[src/rtl/f2_fetch_align_if.sv]
// rtl/f2_fetch_align_if.sv - F2 fetch-align pipeline-side and imem-side signal bundle
interface f2_fetch_align_if;
    logic [31:0] pc_in;
    logic        is_a_inst_in;
    logic        flushed_in;
    logic [31:0] imem_rdata;
    logic        imem_rvalid;
    logic        stall_in;
    logic        flush_in;
    logic [31:0] inst_out;
    logic [31:0] pc_out;
    logic        valid_out;
    logic        wait_req;
    logic        fetch_timeout;

    modport master (
        output pc_in, is_a_inst_in, flushed_in, imem_rdata, imem_rvalid, stall_in, flush_in,
        input  inst_out, pc_out, valid_out, wait_req, fetch_timeout
    );

    modport slave (
        input  pc_in, is_a_inst_in, flushed_in, imem_rdata, imem_rvalid, stall_in, flush_in,
        output inst_out, pc_out, valid_out, wait_req, fetch_timeout
    );
endinterface

[src/rtl/f2_fetch_align.sv]
// rtl/f2_fetch_align.sv - F2 stage: pairs imem data with its PC, holds it across stalls, waits on misses
module f2_fetch_align (
    input  logic             clk,
    input  logic             nrst,
    f2_fetch_align_if.slave  bus
);
    localparam logic [31:0] NOP_INST = 32'h0000_0013;

    typedef enum logic [1:0] {
        S_EMPTY = 2'd0,
        S_HELD  = 2'd1,
        S_WAIT  = 2'd2
    } state_t;

    state_t      state_q, state_d;
    logic [31:0] hold_inst_q, hold_inst_d;
    logic [31:0] hold_pc_q, hold_pc_d;
    logic [3:0]  wait_cnt_q, wait_cnt_d;
    logic        fetch_timeout_q, fetch_timeout_d;

    logic [31:0] inst_d, pc_d;
    logic        valid_d, wait_req_d;
    logic        fetch_ok;

    assign fetch_ok = bus.is_a_inst_in & ~bus.flushed_in;

    always_ff @(posedge clk) begin
        if (!nrst) begin
            state_q         <= S_EMPTY;
            hold_inst_q     <= 32'h0;
            hold_pc_q       <= 32'h0;
            wait_cnt_q      <= 4'd0;
            fetch_timeout_q <= 1'b0;
        end else begin
            state_q         <= state_d;
            hold_inst_q     <= hold_inst_d;
            hold_pc_q       <= hold_pc_d;
            wait_cnt_q      <= wait_cnt_d;
            fetch_timeout_q <= fetch_timeout_d;
        end
    end

    always_comb begin
        state_d     = state_q;
        hold_inst_d = hold_inst_q;
        hold_pc_d   = hold_pc_q;
        wait_cnt_d  = wait_cnt_q;
        inst_d      = NOP_INST;
        pc_d        = 32'h0;
        valid_d     = 1'b0;
        wait_req_d  = 1'b0;

        case (state_q)
            S_EMPTY: begin
                if (fetch_ok) begin
                    if (bus.imem_rvalid) begin
                        inst_d  = bus.imem_rdata;
                        pc_d    = bus.pc_in;
                        valid_d = 1'b1;
                        if (bus.stall_in) begin
                            state_d     = S_HELD;
                            hold_inst_d = bus.imem_rdata;
                            hold_pc_d   = bus.pc_in;
                        end
                    end else begin
                        wait_req_d = 1'b1;
                        state_d    = S_WAIT;
                    end
                end
            end
            S_HELD: begin
                inst_d  = hold_inst_q;
                pc_d    = hold_pc_q;
                valid_d = 1'b1;
                if (!bus.stall_in) begin
                    state_d = S_EMPTY;
                end
            end
            S_WAIT: begin
                if (bus.imem_rvalid) begin
                    inst_d     = bus.imem_rdata;
                    pc_d       = bus.pc_in;
                    valid_d    = 1'b1;
                    wait_cnt_d = 4'd0;
                    if (bus.stall_in) begin
                        state_d     = S_HELD;
                        hold_inst_d = bus.imem_rdata;
                        hold_pc_d   = bus.pc_in;
                    end else begin
                        state_d = S_EMPTY;
                    end
                end else begin
                    wait_req_d = 1'b1;
                    if (wait_cnt_q != 4'd15) begin
                        wait_cnt_d = wait_cnt_q + 4'd1;
                    end
                end
            end
            default: begin
                state_d = S_EMPTY;
            end
        endcase

        // Flush only redirects the next state; this cycle's outputs still reflect state_q.
        if (bus.flush_in) begin
            state_d    = S_EMPTY;
            wait_cnt_d = 4'd0;
        end

        fetch_timeout_d = fetch_timeout_q | (wait_cnt_d == 4'd15);
    end

    assign bus.inst_out      = inst_d;
    assign bus.pc_out        = pc_d;
    assign bus.valid_out     = valid_d;
    assign bus.wait_req      = wait_req_d;
    assign bus.fetch_timeout = fetch_timeout_q;
endmodule

[src/flat_wrapper.sv]
// flat-port wrapper written by rule: the top's interface ports become plain ports
module f2_fetch_align_flat 
  (clk, nrst, bus_pc_in, bus_is_a_inst_in, bus_flushed_in, bus_imem_rdata, bus_imem_rvalid, bus_stall_in, bus_flush_in, bus_inst_out, bus_pc_out, bus_valid_out, bus_wait_req, bus_fetch_timeout);
  f2_fetch_align_if bus_i ();
  input  logic clk;
  input  logic nrst;
  input wire logic [$bits(bus_i.pc_in)-1:0] bus_pc_in;
  input wire logic [$bits(bus_i.is_a_inst_in)-1:0] bus_is_a_inst_in;
  input wire logic [$bits(bus_i.flushed_in)-1:0] bus_flushed_in;
  input wire logic [$bits(bus_i.imem_rdata)-1:0] bus_imem_rdata;
  input wire logic [$bits(bus_i.imem_rvalid)-1:0] bus_imem_rvalid;
  input wire logic [$bits(bus_i.stall_in)-1:0] bus_stall_in;
  input wire logic [$bits(bus_i.flush_in)-1:0] bus_flush_in;
  output wire logic [$bits(bus_i.inst_out)-1:0] bus_inst_out;
  output wire logic [$bits(bus_i.pc_out)-1:0] bus_pc_out;
  output wire logic [$bits(bus_i.valid_out)-1:0] bus_valid_out;
  output wire logic [$bits(bus_i.wait_req)-1:0] bus_wait_req;
  output wire logic [$bits(bus_i.fetch_timeout)-1:0] bus_fetch_timeout;
  assign bus_i.pc_in = bus_pc_in;
  assign bus_i.is_a_inst_in = bus_is_a_inst_in;
  assign bus_i.flushed_in = bus_flushed_in;
  assign bus_i.imem_rdata = bus_imem_rdata;
  assign bus_i.imem_rvalid = bus_imem_rvalid;
  assign bus_i.stall_in = bus_stall_in;
  assign bus_i.flush_in = bus_flush_in;
  assign bus_inst_out = bus_i.inst_out;
  assign bus_pc_out = bus_i.pc_out;
  assign bus_valid_out = bus_i.valid_out;
  assign bus_wait_req = bus_i.wait_req;
  assign bus_fetch_timeout = bus_i.fetch_timeout;
  f2_fetch_align u_core (.clk(clk), .nrst(nrst), .bus(bus_i));
endmodule
[config.mk]
export PLATFORM = sky130hd
export DESIGN_NAME = f2_fetch_align_flat
export DESIGN_NICKNAME = d
export VERILOG_FILES = /design/src/rtl/f2_fetch_align_if.sv /design/src/rtl/f2_fetch_align.sv /design/src/flat_wrapper.sv
export SDC_FILE = /design/constraint.sdc
export NUM_CORES = 1
export LEC_CHECK = 0
export CORE_ASPECT_RATIO = 1.25
export CORE_MARGIN = 5
export CORE_UTILIZATION = 43
export CTS_CLUSTER_SIZE = 24
export DETAILED_ROUTE_END_ITERATION = 8
export HOLD_SLACK_MARGIN = 0.12
export PLACE_DENSITY = 0.83
export SLEW_MARGIN = 20
export SYNTH_ARGS = -nofsm -noshare
export SYNTH_HDL_FRONTEND = slang
export SYNTH_SLANG_ARGS = --single-unit
export TNS_END_PERCENT = 20
[constraint.sdc]
create_clock -name clk -period 2.05 [get_ports clk]
set_input_delay 0.41 -clock clk [delete_from_list [all_inputs] [get_ports clk]]
set_output_delay 0.41 -clock clk [all_outputs]
set_load 0.005 [all_outputs]
==> impl_metrics.env <==
export IMPL_report_final_slew_viol_count=0
export IMPL_cp_arrival_ns=1.83
export IMPL_syn_inst=471
export IMPL_wl_per_cell_um=16.5
export IMPL_grt_max_degree=66
export IMPL_grt_pass1_wl_um=17800
export IMPL_synth_area_um2=3390
export IMPL_ys_seq_elements=71
export IMPL_power_total_uw=3310
export IMPL_yosysUniqueCellTypes=32
export IMPL_fmax_mhz=446
export IMPL_worstSkewPairLatency_ns=0.34
export IMPL_drt_iter0_drc=276
export IMPL_ys_seq_area_frac=0.419
export IMPL_ys_warnings_count=0
export IMPL_violations="negative setup slack"
export IMPL_final_period_utilization=1.09
export IMPL_htree_levels=3
export IMPL_routabilityCongestion=0.789
export IMPL_postSynthAreaPerCell_um2=7.21
export IMPL_dp_hpwl_um=7400
export IMPL_nets=685
export IMPL_io_buffers=137
export IMPL_start_util=0.438
export IMPL_vias=3940
export IMPL_powerDensity_nw_per_um2=605
export IMPL_status="finished with violations"
export IMPL_stdcell_count=713
export IMPL_start_kind="input port"
export IMPL_ir_worst_vdd_v=0.000393
export IMPL_drv_cap=0
export IMPL_clock_sinks=71
export IMPL_worstPathRequired_ns=1.64
export IMPL_ios=138
export IMPL_area_growth_pct=61.2
export IMPL_hold_viol_final=0
export IMPL_timing_rr_end="u_core.bus.fetch_timeout"
export IMPL_place_area_um2=4950
export IMPL_antenna_left=0
export IMPL_final_layout_size_suffix_gt1_frac=0.176
export IMPL_die_w_um=89.5
export IMPL_multi_input_area_um2=1920
export IMPL_r2r_start="u_core.state_q[1]"
export IMPL_clk_pin_slew_worst_paths_ns=0.08
export IMPL_seqCellArea_um2=1430
export IMPL_antenna_found_initial=0
export IMPL_crit_fanout=14
export IMPL_fin_area_um2=5470
export IMPL_critPathKind="in -> out"
export IMPL_reg2reg_depth=6
export IMPL_cts_tree="built"
export IMPL_dp_cells=683
export IMPL_fin_skew_ns=0.0101
export IMPL_hold_end="u_core.hold_inst_q[13]"
export IMPL_hold_ws_ns=0.459
export IMPL_slew_headroom=0.615
export IMPL_diodes=0
export IMPL_cts_buffers_inserted=9
export IMPL_drtPass1Iterations=5
export IMPL_grt_use_total=0.231
export IMPL_whs_path_depth=2
export IMPL_synth_nets=543
export IMPL_period_needed_ns=2.24
export IMPL_via_per_inst=5.53
export IMPL_core_um2=7750
export IMPL_min_path_type="reg -> reg"
export IMPL_num_rows=36
export IMPL_setup_viol=29
export IMPL_wl_um=11700
export IMPL_pre_cts_slack_ns=-0.668
export IMPL_overflow=0
export IMPL_nFillCells=602
export IMPL_cts_root_buf="clkbuf_8"
export IMPL_rsz0062_at_grt="true"
export IMPL_grt_pass1_vias=3832
export IMPL_drc=0
export IMPL_worst_slack_ns=-0.191
export IMPL_endpoint_kind="primary output"
export IMPL_rrSetupSlack_ns=0.18
export IMPL_dieArea_um2=9780
export IMPL_leakage_uw=0.00242
export IMPL_hp_start="u_core.hold_inst_q[13]"
export IMPL_die_h_um=109
export IMPL_worst_pin_slew_ns=0.576
export IMPL_cts_buffer_depth=2
[state kept, by name (all words and copies together), names as in the netlist]
name and flops:
u_core.hold_pc_q 32, u_core.state_q 2, u_core.bus.fetch_timeout 1, u_core.hold_inst_q 32
u_core.wait_cnt_q 4
[critical path: stages]
cell and delay [ns]:
clkdlybuf4s15_2 0.20, nor2b_4 0.04, o211a_4 0.28, buf_4 0.15, buf_12 0.12, buf_16 0.14, a22oi_1 0.16, nor2_1 0.05
dlygate4sd2_1 0.26
[area by class of cell]
class / count / share of cell area
inverter: 5 / 0.00343
timing repair buffer: 173 / 0.317
sequential: 71 / 0.261
multi-input combinational: 353 / 0.350
clock inverter: 5 / 0.0190
tap: 95 / 0.0217
clock buffer: 11 / 0.0277
[worst max path at each step]
stage	to	slack (ns)	cells after the start	startpoint
2_1_floorplan	bus_inst_out[10]	0.31	6	bus_is_a_inst_in
3_3_place_gp	bus_inst_out[10]	-0.62	7	bus_is_a_inst_in
3_5_place_dp	bus_inst_out[10]	-0.67	7	bus_is_a_inst_in
4_1_cts	bus_inst_out[25]	-0.33	7	bus_flushed_in
5_1_grt	bus_inst_out[17]	-0.26	8	u_core.state_q[0]
6_report	bus_inst_out[21]	-0.19	9	bus_flushed_in
[cell usage after synthesis]
master / n / area share
a21oi_1: 65 / 0.096
and3_1: 2 / 0.0037
o211a_1: 1 / 0.0029
nand2_1: 133 / 0.15
a2bb2oi_1: 1 / 0.0026
o2111a_1: 1 / 0.0033
a31oi_1: 1 / 0.0018
a22oi_1: 61 / 0.13
nor2_1: 66 / 0.073
nand3_1: 1 / 0.0015
and4_1: 1 / 0.0026
o41ai_2: 1 / 0.0048
xor2_1: 1 / 0.0026
inv_1: 4 / 0.0044
nor2b_1: 2 / 0.0037
and3b_1: 1 / 0.0026
o211ai_1: 1 / 0.0022
nand3b_1: 1 / 0.0022
o21ai_0: 2 / 0.0029
nand4b_1: 2 / 0.0052
buf_4: 4 / 0.0088
nor3_1: 1 / 0.0015
inv_2: 1 / 0.0011
clkbuf_1: 22 / 0.024
dfxtp_1: 71 / 0.42
o2111ai_2: 1 / 0.0044
ha_1: 1 / 0.0037
o22a_1: 3 / 0.0077
a21o_1: 1 / 0.0022
a211oi_1: 1 / 0.0022
buf_2: 16 / 0.024
nand2b_1: 1 / 0.0018
[cells in the final DEF, fill, tap and decap left out, types with 8 or more instances in the layout]
cell	n
dlymetal6s2s_1	15
clkbuf_2	18
a22oi_1	38
buf_4	17
dlygate4sd2_1	25
clkbuf_8	11
clkdlybuf4s50_1	68
a21oi_1	65
dfxtp_1	69
nor2_1	65
a22oi_2	23
buf_12	8
nand2_1	133
[report_power, final]
part	internal, µW	switching [µW]
Combinational	267	209
Sequential	1410	18.9
Clock	875	530
[cell families (layout without fill, tap and decap cells)]
kind of cell / after synthesis / after routing / share of synthesized area
and+or+nand+nor: 211 / 211 / 0.245
AOI/OAI and AO/OA: 140 / 140 / 0.268
DFF: 71 / 71 / 0.419
buffers and inverters: 47 / 194 / 0.0623
adders and majority gates: 1 / 1 / 0.00369
xor gates and xnor gates: 1 / 1 / 0.00258
[through the flow]
step                setup TNS, ns   util
finish                      -3.30  0.706
global route                -6.08  0.706
CTS                         -6.10  0.686
detailed placement         -38.73  0.639
global placement           -37.73  0.639
floorplan                       0      -
[metal layers]
layer	global-route usage	wire, µm	vias to the layer above
met4	0.0894	257	0
met2	0.396	6000	176
met3	0.0645	1020	22
met1	0.269	4470	1847
met5	0	0	-
li1	-	-	1895
[timing repair]
item                                    CTS  global route
cloned                                    2             1
pin swaps                                 5             9
setup buffers                             6             5
endpoints found under the setup margin   66            65
hold buffers                              0             0
gates resized for setup                  78            86
Power figures use the tool's default switching activity.
